**src/rtl/axi2per_req_arbiter_if.sv**
```systemverilog
// Request-side bus bundle for axi2per_req_arbiter: AR/AW front-ends, peripheral
// master port and response-channel handoff. master = arbiter, slave = environment.
interface axi2per_req_arbiter_if #(
    parameter int PER_ADDR_WIDTH = 32,
    parameter int AXI_ADDR_WIDTH = 32,
    parameter int AXI_ID_WIDTH   = 3
);
    logic                      rd_req_i;
    logic [AXI_ID_WIDTH-1:0]   rd_id_i;
    logic [AXI_ADDR_WIDTH-1:0] rd_add_i;
    logic                      rd_gnt_o;
    logic                      wr_req_i;
    logic [AXI_ID_WIDTH-1:0]   wr_id_i;
    logic [AXI_ADDR_WIDTH-1:0] wr_add_i;
    logic                      wr_gnt_o;
    logic                      per_master_req_o;
    logic [PER_ADDR_WIDTH-1:0] per_master_add_o;
    logic                      per_master_we_o;
    logic                      per_master_gnt_i;
    logic                      trans_req_o;
    logic                      trans_we_o;
    logic [AXI_ID_WIDTH-1:0]   trans_id_o;
    logic [AXI_ADDR_WIDTH-1:0] trans_add_o;
    logic                      trans_r_valid_i;
    logic                      busy_o;

    modport master (
        input  rd_req_i, rd_id_i, rd_add_i, wr_req_i, wr_id_i, wr_add_i,
               per_master_gnt_i, trans_r_valid_i,
        output rd_gnt_o, wr_gnt_o, per_master_req_o, per_master_add_o, per_master_we_o,
               trans_req_o, trans_we_o, trans_id_o, trans_add_o, busy_o
    );

    modport slave (
        output rd_req_i, rd_id_i, rd_add_i, wr_req_i, wr_id_i, wr_add_i,
               per_master_gnt_i, trans_r_valid_i,
        input  rd_gnt_o, wr_gnt_o, per_master_req_o, per_master_add_o, per_master_we_o,
               trans_req_o, trans_we_o, trans_id_o, trans_add_o, busy_o
    );
endinterface

```
**src/rtl/axi2per_req_arbiter.sv**
```systemverilog
// Read/write request arbiter: one peripheral transaction in flight at a time.
// Define AXI2PER_WRITE_PRIO_EN for fixed write priority instead of round-robin.
module axi2per_req_arbiter #(
    parameter int PER_ADDR_WIDTH = 32,
    parameter int AXI_ADDR_WIDTH = 32,
    parameter int AXI_ID_WIDTH   = 3
) (
    input logic                   clk_i,
    input logic                   rst_ni,
    axi2per_req_arbiter_if.master bus
);
    typedef enum logic [1:0] {IDLE, REQ, WAIT_RESP} state_t;

    state_t                    state;
    logic                      sel_we;   // 1 = read, interconnect encoding
    logic [AXI_ID_WIDTH-1:0]   sel_id;
    logic [AXI_ADDR_WIDTH-1:0] sel_add;
    logic                      pick_rd;
    logic                      granted;

`ifdef AXI2PER_WRITE_PRIO_EN
    assign pick_rd = bus.rd_req_i && !bus.wr_req_i;
`else
    logic last_rd;
    // On a tie, alternate away from whichever direction issued last.
    assign pick_rd = bus.rd_req_i && (!bus.wr_req_i || !last_rd);
`endif

    assign granted = (state == REQ) && bus.per_master_gnt_i;

    always_ff @(posedge clk_i or negedge rst_ni) begin
        if (!rst_ni) begin
            state   <= IDLE;
            sel_we  <= 1'b0;
            sel_id  <= '0;
            sel_add <= '0;
`ifndef AXI2PER_WRITE_PRIO_EN
            last_rd <= 1'b0;
`endif
        end else begin
            case (state)
                IDLE: begin
                    if (bus.rd_req_i || bus.wr_req_i) begin
                        sel_we  <= pick_rd;
                        sel_id  <= pick_rd ? bus.rd_id_i  : bus.wr_id_i;
                        sel_add <= pick_rd ? bus.rd_add_i : bus.wr_add_i;
                        state   <= REQ;
                    end
                end
                REQ: begin
                    if (bus.per_master_gnt_i) begin
`ifndef AXI2PER_WRITE_PRIO_EN
                        last_rd <= sel_we;
`endif
                        state   <= WAIT_RESP;
                    end
                end
                WAIT_RESP: begin
                    if (bus.trans_r_valid_i) state <= IDLE;
                end
                default: state <= IDLE;
            endcase
        end
    end

    assign bus.per_master_req_o = (state == REQ);
    assign bus.per_master_add_o = sel_add[PER_ADDR_WIDTH-1:0];
    assign bus.per_master_we_o  = sel_we;
    assign bus.busy_o           = (state != IDLE);

    // Grant pulses follow the interconnect grant combinationally while in REQ.
    assign bus.trans_req_o      = granted;
    assign bus.rd_gnt_o         = granted && sel_we;
    assign bus.wr_gnt_o         = granted && !sel_we;

    assign bus.trans_we_o       = sel_we;
    assign bus.trans_id_o       = sel_id;
    assign bus.trans_add_o      = sel_add;
endmodule
```
**src/flat_wrapper.sv**
```systemverilog
// flat-port wrapper written by rule: the top's interface ports become plain ports
module axi2per_req_arbiter_flat 
#(
    parameter int PER_ADDR_WIDTH = 32,
    parameter int AXI_ADDR_WIDTH = 32,
    parameter int AXI_ID_WIDTH   = 3
)
  (clk_i, rst_ni, bus_rd_req_i, bus_rd_id_i, bus_rd_add_i, bus_wr_req_i, bus_wr_id_i, bus_wr_add_i, bus_per_master_gnt_i, bus_trans_r_valid_i, bus_rd_gnt_o, bus_wr_gnt_o, bus_per_master_req_o, bus_per_master_add_o, bus_per_master_we_o, bus_trans_req_o, bus_trans_we_o, bus_trans_id_o, bus_trans_add_o, bus_busy_o);
  axi2per_req_arbiter_if #(.PER_ADDR_WIDTH(PER_ADDR_WIDTH), .AXI_ADDR_WIDTH(AXI_ADDR_WIDTH), .AXI_ID_WIDTH(AXI_ID_WIDTH)) bus_i ();
  input logic clk_i;
  input logic rst_ni;
  input wire logic [$bits(bus_i.rd_req_i)-1:0] bus_rd_req_i;
  input wire logic [$bits(bus_i.rd_id_i)-1:0] bus_rd_id_i;
  input wire logic [$bits(bus_i.rd_add_i)-1:0] bus_rd_add_i;
  input wire logic [$bits(bus_i.wr_req_i)-1:0] bus_wr_req_i;
  input wire logic [$bits(bus_i.wr_id_i)-1:0] bus_wr_id_i;
  input wire logic [$bits(bus_i.wr_add_i)-1:0] bus_wr_add_i;
  input wire logic [$bits(bus_i.per_master_gnt_i)-1:0] bus_per_master_gnt_i;
  input wire logic [$bits(bus_i.trans_r_valid_i)-1:0] bus_trans_r_valid_i;
  output wire logic [$bits(bus_i.rd_gnt_o)-1:0] bus_rd_gnt_o;
  output wire logic [$bits(bus_i.wr_gnt_o)-1:0] bus_wr_gnt_o;
  output wire logic [$bits(bus_i.per_master_req_o)-1:0] bus_per_master_req_o;
  output wire logic [$bits(bus_i.per_master_add_o)-1:0] bus_per_master_add_o;
  output wire logic [$bits(bus_i.per_master_we_o)-1:0] bus_per_master_we_o;
  output wire logic [$bits(bus_i.trans_req_o)-1:0] bus_trans_req_o;
  output wire logic [$bits(bus_i.trans_we_o)-1:0] bus_trans_we_o;
  output wire logic [$bits(bus_i.trans_id_o)-1:0] bus_trans_id_o;
  output wire logic [$bits(bus_i.trans_add_o)-1:0] bus_trans_add_o;
  output wire logic [$bits(bus_i.busy_o)-1:0] bus_busy_o;
  assign bus_i.rd_req_i = bus_rd_req_i;
  assign bus_i.rd_id_i = bus_rd_id_i;
  assign bus_i.rd_add_i = bus_rd_add_i;
  assign bus_i.wr_req_i = bus_wr_req_i;
  assign bus_i.wr_id_i = bus_wr_id_i;
  assign bus_i.wr_add_i = bus_wr_add_i;
  assign bus_i.per_master_gnt_i = bus_per_master_gnt_i;
  assign bus_i.trans_r_valid_i = bus_trans_r_valid_i;
  assign bus_rd_gnt_o = bus_i.rd_gnt_o;
  assign bus_wr_gnt_o = bus_i.wr_gnt_o;
  assign bus_per_master_req_o = bus_i.per_master_req_o;
  assign bus_per_master_add_o = bus_i.per_master_add_o;
  assign bus_per_master_we_o = bus_i.per_master_we_o;
  assign bus_trans_req_o = bus_i.trans_req_o;
  assign bus_trans_we_o = bus_i.trans_we_o;
  assign bus_trans_id_o = bus_i.trans_id_o;
  assign bus_trans_add_o = bus_i.trans_add_o;
  assign bus_busy_o = bus_i.busy_o;
  axi2per_req_arbiter #(.PER_ADDR_WIDTH(PER_ADDR_WIDTH), .AXI_ADDR_WIDTH(AXI_ADDR_WIDTH), .AXI_ID_WIDTH(AXI_ID_WIDTH)) u_core (.clk_i(clk_i), .rst_ni(rst_ni), .bus(bus_i));
endmodule
```
**config.mk**
```make
export PLATFORM = sky130hd
export DESIGN_NAME = axi2per_req_arbiter_flat
export DESIGN_NICKNAME = d
export VERILOG_FILES = /design/src/rtl/axi2per_req_arbiter_if.sv /design/src/rtl/axi2per_req_arbiter.sv /design/src/flat_wrapper.sv
export SDC_FILE = /design/constraint.sdc
export NUM_CORES = 1
export LEC_CHECK = 0
export CAP_MARGIN = 15
export CORE_MARGIN = 5
export CORE_UTILIZATION = 35
export DETAILED_ROUTE_END_ITERATION = 10
export PLACE_DENSITY = 0.85
export SLEW_MARGIN = 20
export SYNTH_ARGS = -nofsm -noshare
export SYNTH_HDL_FRONTEND = slang
export SYNTH_SLANG_ARGS = --single-unit
```
**constraint.sdc**
```tcl
create_clock -name clk_i -period 2.26 [get_ports clk_i]
set_clock_uncertainty 0.15 [all_clocks]
set_input_delay 0.339 -clock clk_i [delete_from_list [all_inputs] [get_ports clk_i]]
set_output_delay 0.339 -clock clk_i [all_outputs]
set_load 0.005 [all_outputs]
```
Word level (Yosys, flattened, before mapping)
Index checks and enable logic that the tools add are counted.
Storage, ports and cells
  word-level logic and storage cells: 30
  register bits after elaboration: 39
Cells by class
  reductions and logical operators: 14
  equality and inequality tests: 5
  multiplexer cells: 6
Operators by type and width (count)
  $mux 32: 1
  $mux 2: 3
  $pmux 2 s3: 1
  $logic_and 1x1->1: 4
  $ne 2x2->1 const B: 2
  $reduce_and 2->1: 2
  $logic_not 1->1: 3
  $mux 3: 1
  $reduce_and 3->1: 1
  $eq 2x1->1 const B: 1
  $eq 2x2->1 const B: 1
  $logic_not 2->1: 1
  $logic_or 1x1->1: 2
  $ne 2x1->1 const B: 1
  $reduce_bool 2->1: 1

Longest topological paths before layout
Gate-level depths: netlist of the first run.
  word-level depth: 4
  mapped depth: 5

Worst setup path before layout of the first run
Ideal clock, no wire load.
  path type: flip-flop to flip-flop
  start point: register u_core.state[1]
  end point: register u_core.sel_add[0], in the netlist u_core.bus.per_master_add_o[0]
  arrival time: 1.388 ns
  required time: 1.985 ns
  cell stages (with the launch flop): 6
  setup time: 0.125 ns
  slack: 0.597 ns
  path buffers: 2
  path through: dfrtp_1 > or2_0 > buf_2 > nor2_8 > buf_6 > mux2_4
On the way
  word-level cells in the longest chain between the ends: 2
Ends and longest elaborated chain
  start: declaration: line axi2per_req_arbiter.sv:14  | state_t state;
  start signal: assignment: line axi2per_req_arbiter.sv:33  | state <= IDLE;
  start signal: assignment: line axi2per_req_arbiter.sv:47  | state <= REQ;
  start signal: assignment: line axi2per_req_arbiter.sv:55  | state <= WAIT_RESP;
  $logic_not 2->1: line axi2per_req_arbiter.sv:41  | case (state)
  $reduce_and 2->1 (no line)
  end signal: assignment: line axi2per_req_arbiter.sv:46  | sel_add <= pick_rd ? bus.rd_add_i : bus.wr_add_i;
  end: declaration: line axi2per_req_arbiter.sv:17  | logic [AXI_ADDR_WIDTH-1:0] sel_add;
No other way between the ends.
A chain may end at the register's enable or synchronous reset.

Worst setup path in the final report of the first run
  start point: register u_core.state[1]
  end point: output bus_busy_o
On the way
  word-level cells in the longest chain between the ends: 1
Ends and longest elaborated chain
  $reduce_bool 2->1: line axi2per_req_arbiter.sv:69  | assign bus.busy_o = (state != IDLE);
  end: declaration: line flat_wrapper.sv:29  | output wire logic [$bits(bus_i.busy_o)-1:0] bus_busy_o;
No other way between the ends.

==> results of run 1 <==
## state kept, by name, indices dropped and copies added (netlist names)
signal / cells
u_core.bus.trans_id_o: 3
u_core.bus.per_master_we_o: 1
u_core.last_rd: 1
u_core.bus.per_master_add_o: 32
u_core.state: 2
## layout make-up
| cell class | count | area, µm² |
|---|---|---|
| inverters | 2 | 7.51 |
| well taps | 96 | 120 |
| clock buffers | 8 | 100 |
| fillers | 574 | 2920 |
| multi-input cells | 85 | 1110 |
| repair buffers | 153 | 1570 |
| flip-flops and latches | 39 | 976 |
## through the flow
step,instance area [µm²],setup TNS (ps),setup slack [ps],hold WS [ps],cells
floorplan,2450,0,597,-107,167
global placement,3770,0,176,320,375
detailed placement,3770,0,143,325,375
CTS,3870,0,71.6,58.8,383
global route,3880,-9.30,-9.30,103,383
finish,3880,0,147,17.1,383
## what timing repair did
item	4_1_cts	5_1_grt
endpoints found under the setup margin	0	3
gates resized for setup	0	1
endpoints found under the hold margin	0	0
## cells by family (layout without fill, tap and decap cells)
kind of cell | Yosys count | count (layout) | share of synthesized area, %
AO/OA/AOI/OAI | 5 | 5 | 1.53
multiplexers | 70 | 70 | 41.1
buffers and inverters | 43 | 163 | 14.9
AND/OR/NAND/NOR | 10 | 10 | 2.51
flip-flops | 39 | 39 | 39.9
## cell usage after synthesis, drive strengths merged
cell type	number	area, µm²
a21bo	1	10.0
a21o	2	15.0
and3	1	6.26
buf	41	358
dfrtp	39	976
inv	2	7.51
mux2	70	1010
nand2	3	11.3
nor2	4	31.3
nor2b	1	6.26
o21ai	1	5.00
o31ai	1	7.51
or2	1	6.26
## report_power, final
group	internal (µW)	switching, µW	leakage [µW]	total [µW]
combinational	2030	781	0.00121	2810
sequential	1060	289	0.000459	1350
clock	278	228	0.0000515	507
## layer usage
metal | wire length [µm] | vias up
met4 | 52 | 0
met1 | 2290 | 809
li1 | - | 777
met2 | 3120 | 84
met5 | 0 | -
met3 | 477 | 8
## critical path: cells and delay by family (launching register included)
kind,cells,cell delay [ps]
flip-flops,1,380
buffers and inverters,1,590
AND/OR/NAND/NOR,1,370
## cell usage in the layout, fill, tap and decap left out
master,n
clkdlybuf4s50_1,148
mux2_4,58
dfrtp_1,39
mux2_2,12
clkbuf_8,7
buf_12,4
nand2_1,3
nor2_1,3
inv_1,2
a21o_1,2
nor2b_2,1
or2_0,1
and3_1,1
a21bo_2,1
nor2_8,1
o21ai_0,1
o31ai_1,1
clkbuf_1,1
buf_2,1
## path summary, 6_finish.rpt
| path | to | slack, ps | cells after the start |
|---|---|---|---|
| setup / recovery | bus_busy_o | 150 | 2 |
| hold / removal | u_core.bus.per_master_add_o[29]$_DFFE_PN0P_ | 20 | 1 |
| setup reg to reg | u_core.bus.per_master_add_o[13]$_DFFE_PN0P_ | 500 | 4 |
| min in group clk_i | u_core.last_rd$_DFFE_PN0P_ | 340 | 1 |
| max in group asynchronous | u_core.bus.per_master_add_o[20]$_DFFE_PN0P_ | 1370 | 1 |
| hold reg to reg | u_core.last_rd$_DFFE_PN0P_ | 340 | 1 |
==> run summary, run 1 <==
For the pin with the worst max-slew slack, the measured transition is 885 ps. At the end of routability-driven placement, the weighted congestion stood at 0.681. The width of the die is 93.6 µm, and the number of buffers inserted by port buffering is 149.

The wire length of the first global-routing pass was 9270 µm; the worst slew margin relative to its limit was 41.0%. The leftover overflow at the end of global routing came out at 0. Counting distinct cell types in the post-synthesis netlist gives 18. Among all stages on the critical path, the largest delay is contributed by clkdlybuf4s50_1. The fraction of final layout cells sized beyond drive strength 1 came out at 29.6%. The run gives 0 as the number of warnings issued by yosys. The logs give 4710 µm for the placed wire-length estimate after detailed placement and 0.00679 mm² for the area of the core. The mapped netlist covers 0.00245 mm².

Once detail routing completed, the nets flagged for antenna violations numbered 0. The kind of start point of the critical path was a flop. The run finished with clean final reports.

The startpoint of the worst register-to-register path was u_core.state[1]$_DFFE_PN0P_. The detail-routed net length per standard cell was 15.5 µm; the average size of a mapped cell was 14.6 µm². The via count of the first global-routing pass came out at 1,862. Traced cell by cell, the critical path runs through or2_0 -> clkdlybuf4s50_1. Number of remaining DRC errors: 0. Counting every sink on the clock net gives 39.

The launching instance or port of the critical path was u_core.state[1]$_DFFE_PN0P_. Portion of the post-synthesis area used by sequential elements: 39.9%. For this block, the via count after detailed routing is 1,678.

The H-tree depth reported by CTS is 2, and the total length of routed wires is 5940 µm. The number of standard cells after synthesis was 167. Based on the critical path, the design can be clocked at up to 473 MHz. The via-per-instance ratio works out to 4.38. The utilization after layout was 57.1%; the reported leakage power was 0.00172 µW. TritonCTS built the clock tree. The number of clock buffers inserted by TritonCTS was 5. At the worst endpoint, the required time is 1770 ps.

Setup violations remaining at the end of the flow were counted as 0. Clock-pin slew was measured on the worst setup and hold paths at 70 ps. The run gives 0 as the final-report hold violation count. The min-delay analysis places its worst path in the category in -> async. Setup repair after global routing could not meet its margin everywhere. The layout net count came out at 362.

For the worst setup path, the data arrival time is 1620 ps. The met2 usage was 24.4%. For this configuration, the core starts out at a cell density of 36.0%. The setup path with the least slack is of type reg -> out.

The floorplan step defined a die boundary enclosing 0.00876 mm². The number of antenna diodes in the final layout is 0. The tools report the initial antenna violation count as 0. The total power divided by cell area came out at 1200 mW/mm².

After layout, the minimum clock period comes to 2110 ps. Along the worst path, the maximum fanout reaches 4. The tools report the buffer count from post-CTS setup fixing as 0. After the first detailed-routing iteration, the DRC count stood at 20.

The cts-stage hold buffer count came out at 0. The tools report the master cell of the clock root buffer as clkbuf_8. The area overhead of the layout relative to synthesis is 58.5%.

STA classifies the critical path endpoint as an output pin. The global-route total usage across every layer was 13.4%. The tool flagged a number of max-cap violations equal to 0. The largest single stage delay on the critical path is 590 ps.

The design draws 4670 µW. Entering global routing, the biggest net connects 40 pins. The met3 global-route usage came out at 4.34%. In this run the core area contains 30 standard-cell rows.

The number of detailed-routing iterations run before antenna repair is 4, and the top-level port count is 150. The clock passes through at most 2 buffers. In this run the vertical extent of the chip is 93.6 µm. The run gives 280 ps as the clock latency at the later pin of the worst-skew pair. The global routing stage identified its most utilized layer as met2. Synthesis produced a netlist with a net count of 243.

In the global route stage, met1 resource usage came out at 15.3%. In this run, synthesis produced a sequential element count of 39. The worst IR drop on VDD was 0.000588 V; the number of pins with negative max-slew slack in the final report was 0. Dividing the final minimum period by the clock period gives 93.5%.
Note: power is estimated with default switching activity, not from simulation.
==> inputs of run 2 (changes only) <==
--- a/config.mk
+++ b/config.mk
@@ -7,9 +7,9 @@
 export LEC_CHECK = 0
 export CAP_MARGIN = 15
 export CORE_MARGIN = 5
-export CORE_UTILIZATION = 35
+export CORE_UTILIZATION = 38
 export DETAILED_ROUTE_END_ITERATION = 10
-export PLACE_DENSITY = 0.85
+export PLACE_DENSITY = 0.9
 export SLEW_MARGIN = 20
 export SYNTH_ARGS = -nofsm -noshare
 export SYNTH_HDL_FRONTEND = slang
==> run summary, run 2 (synthesis gave the netlist of run 1 again) <==
The via-per-instance ratio works out to 4.63 (was 4.38). The type of the worst setup path was reg -> out (unchanged). The final-report hold violation count came out at 0 (unchanged).

The via count of the first global-routing pass was 1,902 (was 1,862). The number of violations of the max-capacitance limit was 0 (unchanged); the number of nets still failing antenna checks after routing was 0 (unchanged). The tools report the master cell of the clock root buffer as clkbuf_8 (unchanged). For the worst IR drop on VDD, the log shows 0.000648 V (was 0.000588 V). The wire length of the first global-routing pass is 10,100 µm (was 9270 µm). The shortest period the worst path allows was 2130 ps (was 2110 ps). The maximum fanout encountered on the critical timing path is 4 (unchanged). The global-route total usage across every layer came out at 15.0% (was 13.4%). The sequential fraction of design power came out at 29.2% (was 29.0%).

The count of instances resized after the clock tree is built was 0 (unchanged); the floorplan die area was 0.00814 mm² (was 0.00876 mm²). Total length of routed wires: 6140 µm (was 5940 µm). The final cell count without fillers is 363 (was 383), and the worst slew margin relative to its limit is 40.8% (was 41.0%). The largest net degree at the start of global routing is 40 (unchanged).

For the number of remaining DRC errors, the log shows 0 (unchanged). The leftover overflow at the end of global routing was 0 (unchanged); the placed cell count was 356 (was 375). Setup repair after global routing left no endpoint under its margin. The worst endpoint data arrival time is 1640 ps (was 1620 ps), and the height of the die is 90.2 µm (was 93.6 µm). The run gives 2 (unchanged) as the number of buffers between clock root and the deepest sink. Startpoint of the worst register-to-register path: u_core.state[1]$_DFFE_PN0P_ (unchanged).

The critical path endpoint category was an output pin (unchanged). The detail-routed net length per standard cell was 16.9 µm (was 15.5 µm). The end of the worst register-to-register path is u_core.bus.per_master_add_o[12]$_DFFE_PN0P_ (was u_core.bus.per_master_add_o[13]$_DFFE_PN0P_). The tools report the end point of the critical path as bus_busy_o (unchanged).

The placed wire-length estimate after detailed placement was 4880 µm (was 4710 µm). The logs give 0 (unchanged) for the cts-stage hold buffer count and 29 (was 30) for the number of placement rows. Classification of the worst-slack hold path: in -> async (unchanged). The top-level port count is 150 (unchanged), and the final weighted congestion in routability-driven placement is 0.698 (was 0.681). The logic gate share of total power came out at 60.6% (was 60.2%). For the clock latency at the later pin of the worst-skew pair, the log shows 280 ps (about the same). The total power divided by cell area was 1210 mW/mm² (was 1200 mW/mm²); the reported leakage power was 0.00171 µW (was 0.00172 µW). For the fmax, the log shows 470 MHz (was 473 MHz). The cell count of the worst reg-to-reg path came out at 4 (unchanged). The run gives 0 (unchanged) as the number of endpoints failing setup at the final stage.

The run finished with clean final reports. The part of the power in the clock network is 10.3% (was 10.9%), and the slew of the pin with the lowest slew margin is 889 ps (was 885 ps). The worst hold slack across all endpoints is 25.4 ps (was 17.1 ps). The sum of negative setup slack is 0 ps (unchanged). The tools report the launching instance or port of the critical path as u_core.state[1]$_DFFE_PN0P_ (unchanged).

TritonCTS built the clock tree. The internal power of the cells was 3320 µW (was 3370 µW). The initial cell density of the core is 38.7% (was 36.0%).

The logs give 0 (unchanged) for the initial antenna violation count and 0 (unchanged) for the number of pins with negative max-slew slack in the final report. The area overhead of the layout relative to synthesis works out to 56.5% (was 58.5%). The run gives 0 (unchanged) as the diode insertion count for antenna repair. The number of detailed-routing iterations run before antenna repair is 2 (was 4). The fraction of final layout cells sized beyond drive strength 1 was 29.7% (was 29.6%). The area of the core is 0.00631 mm² (was 0.00679 mm²).

The layout net count is 362 (unchanged). The number of design-rule violations left by the first detailed-router iteration is 21 (was 20), and the H-tree depth reported by CTS is 2 (unchanged). Slack of the worst reg-to-reg path: 470 ps (was 500 ps). The clock net sink count is 39 (unchanged). The total via count after detailed routing came out at 1,679 (was 1,678). The logs give 5 (unchanged) for the number of clock buffers inserted by TritonCTS and 1330 µW (was 1300 µW) for the switching power.

Most frequent cells in the layout: clkdlybuf4s50_1 (148), mux2_4 (58), dfrtp_1 (39), mux2_2 (12), clkbuf_8 (6) (was clkdlybuf4s50_1 (148), mux2_4 (58), dfrtp_1 (39), mux2_2 (12), clkbuf_8 (7)). The kind of start point of the critical path was a flop (unchanged). The switching part of the total is 28.5% (was 27.8%), and the buffer count from post-CTS setup fixing is 0 (unchanged). The number of buffers inserted by port buffering is 149 (unchanged), and the required time at the worst-slack endpoint is 1770 ps (about the same). The period utilization is 94.1% (was 93.5%). The clock-pin slew on the worst setup and hold paths works out to 80 ps (was 70 ps). Commonest non-fill, non-tap cell in the layout: clkdlybuf4s50_1 (unchanged).

The run gives 516 (was 574) as the fill cell instance count of the final layout. Width of the die: 90.2 µm (was 93.6 µm). The flip-flop count of the largest register after layout was 32 (unchanged).
==> run 2: power groups by stage <==
stage                     Sequential (µW)  Clock [µW]  Combinational, µW
after floorplan                      1340           0               1610
after global placement               1340           0               2800
after detailed placement             1370           0               2860
after CTS                            1370         495               2880
after global routing                 1420         528               2990
final                                1360         477               2820
==> run 2: per-stage QoR <==
step	power [µW]	util (%)	setup WS, ps	cell area, µm²
floorplan	2950	-	597	2450
CTS	4740	60.6	50.4	3830
global route	4940	60.6	27.1	3830
global placement	4140	59.2	125	3740
finish	4650	60.6	134	3830
detailed placement	4230	59.2	71.8	3740
==> run 2: metal layers <==
metal / part of all wire, % / wire [µm] / up-vias / global-route usage [%]
met3: 7.4 / 456 / 7 / 4.84
met2: 53 / 3260 / 84 / 27.0
li1: - / - / 776 / -
met5: 0 / 0 / - / 0
met1: 38 / 2340 / 812 / 17.2
met4: 1.2 / 74 / 0 / 3.47
==> run 2: cell type report <==
type | count | area (µm²) | area share, %
timing repair buffer | 153 | 1550 | 40.6
inverter | 2 | 7.51 | 0.196
clock inverter | 1 | 5.00 | 0.131
tap | 77 | 96.3 | 2.52
sequential | 39 | 976 | 25.5
multi-input combinational | 85 | 1110 | 28.9
clock buffer | 6 | 82.6 | 2.16
==> run 2: critical path, cell delays in order, from the launching register on <==
cell             delay, ps
dfrtp_1                380
or2_0                  370
clkdlybuf4s50_1        600
==> run 2: how the worst min path moves through the flow <==
| stage | from | endpoint | slack (ps) | cells past startpoint |
|---|---|---|---|---|
| floorplan | rst_ni | u_core.bus.per_master_add_o[0]$_DFFE_PN0P_ | -110 | 0 |
| global placement | u_core.last_rd$_DFFE_PN0P_ | u_core.last_rd$_DFFE_PN0P_ | 320 | 1 |
| detailed placement | u_core.last_rd$_DFFE_PN0P_ | u_core.last_rd$_DFFE_PN0P_ | 330 | 1 |
| CTS | rst_ni | u_core.bus.per_master_add_o[17]$_DFFE_PN0P_ | 60 | 1 |
| global route | rst_ni | u_core.bus.per_master_add_o[22]$_DFFE_PN0P_ | 100 | 1 |
| finish | rst_ni | u_core.bus.per_master_add_o[22]$_DFFE_PN0P_ | 30 | 1 |
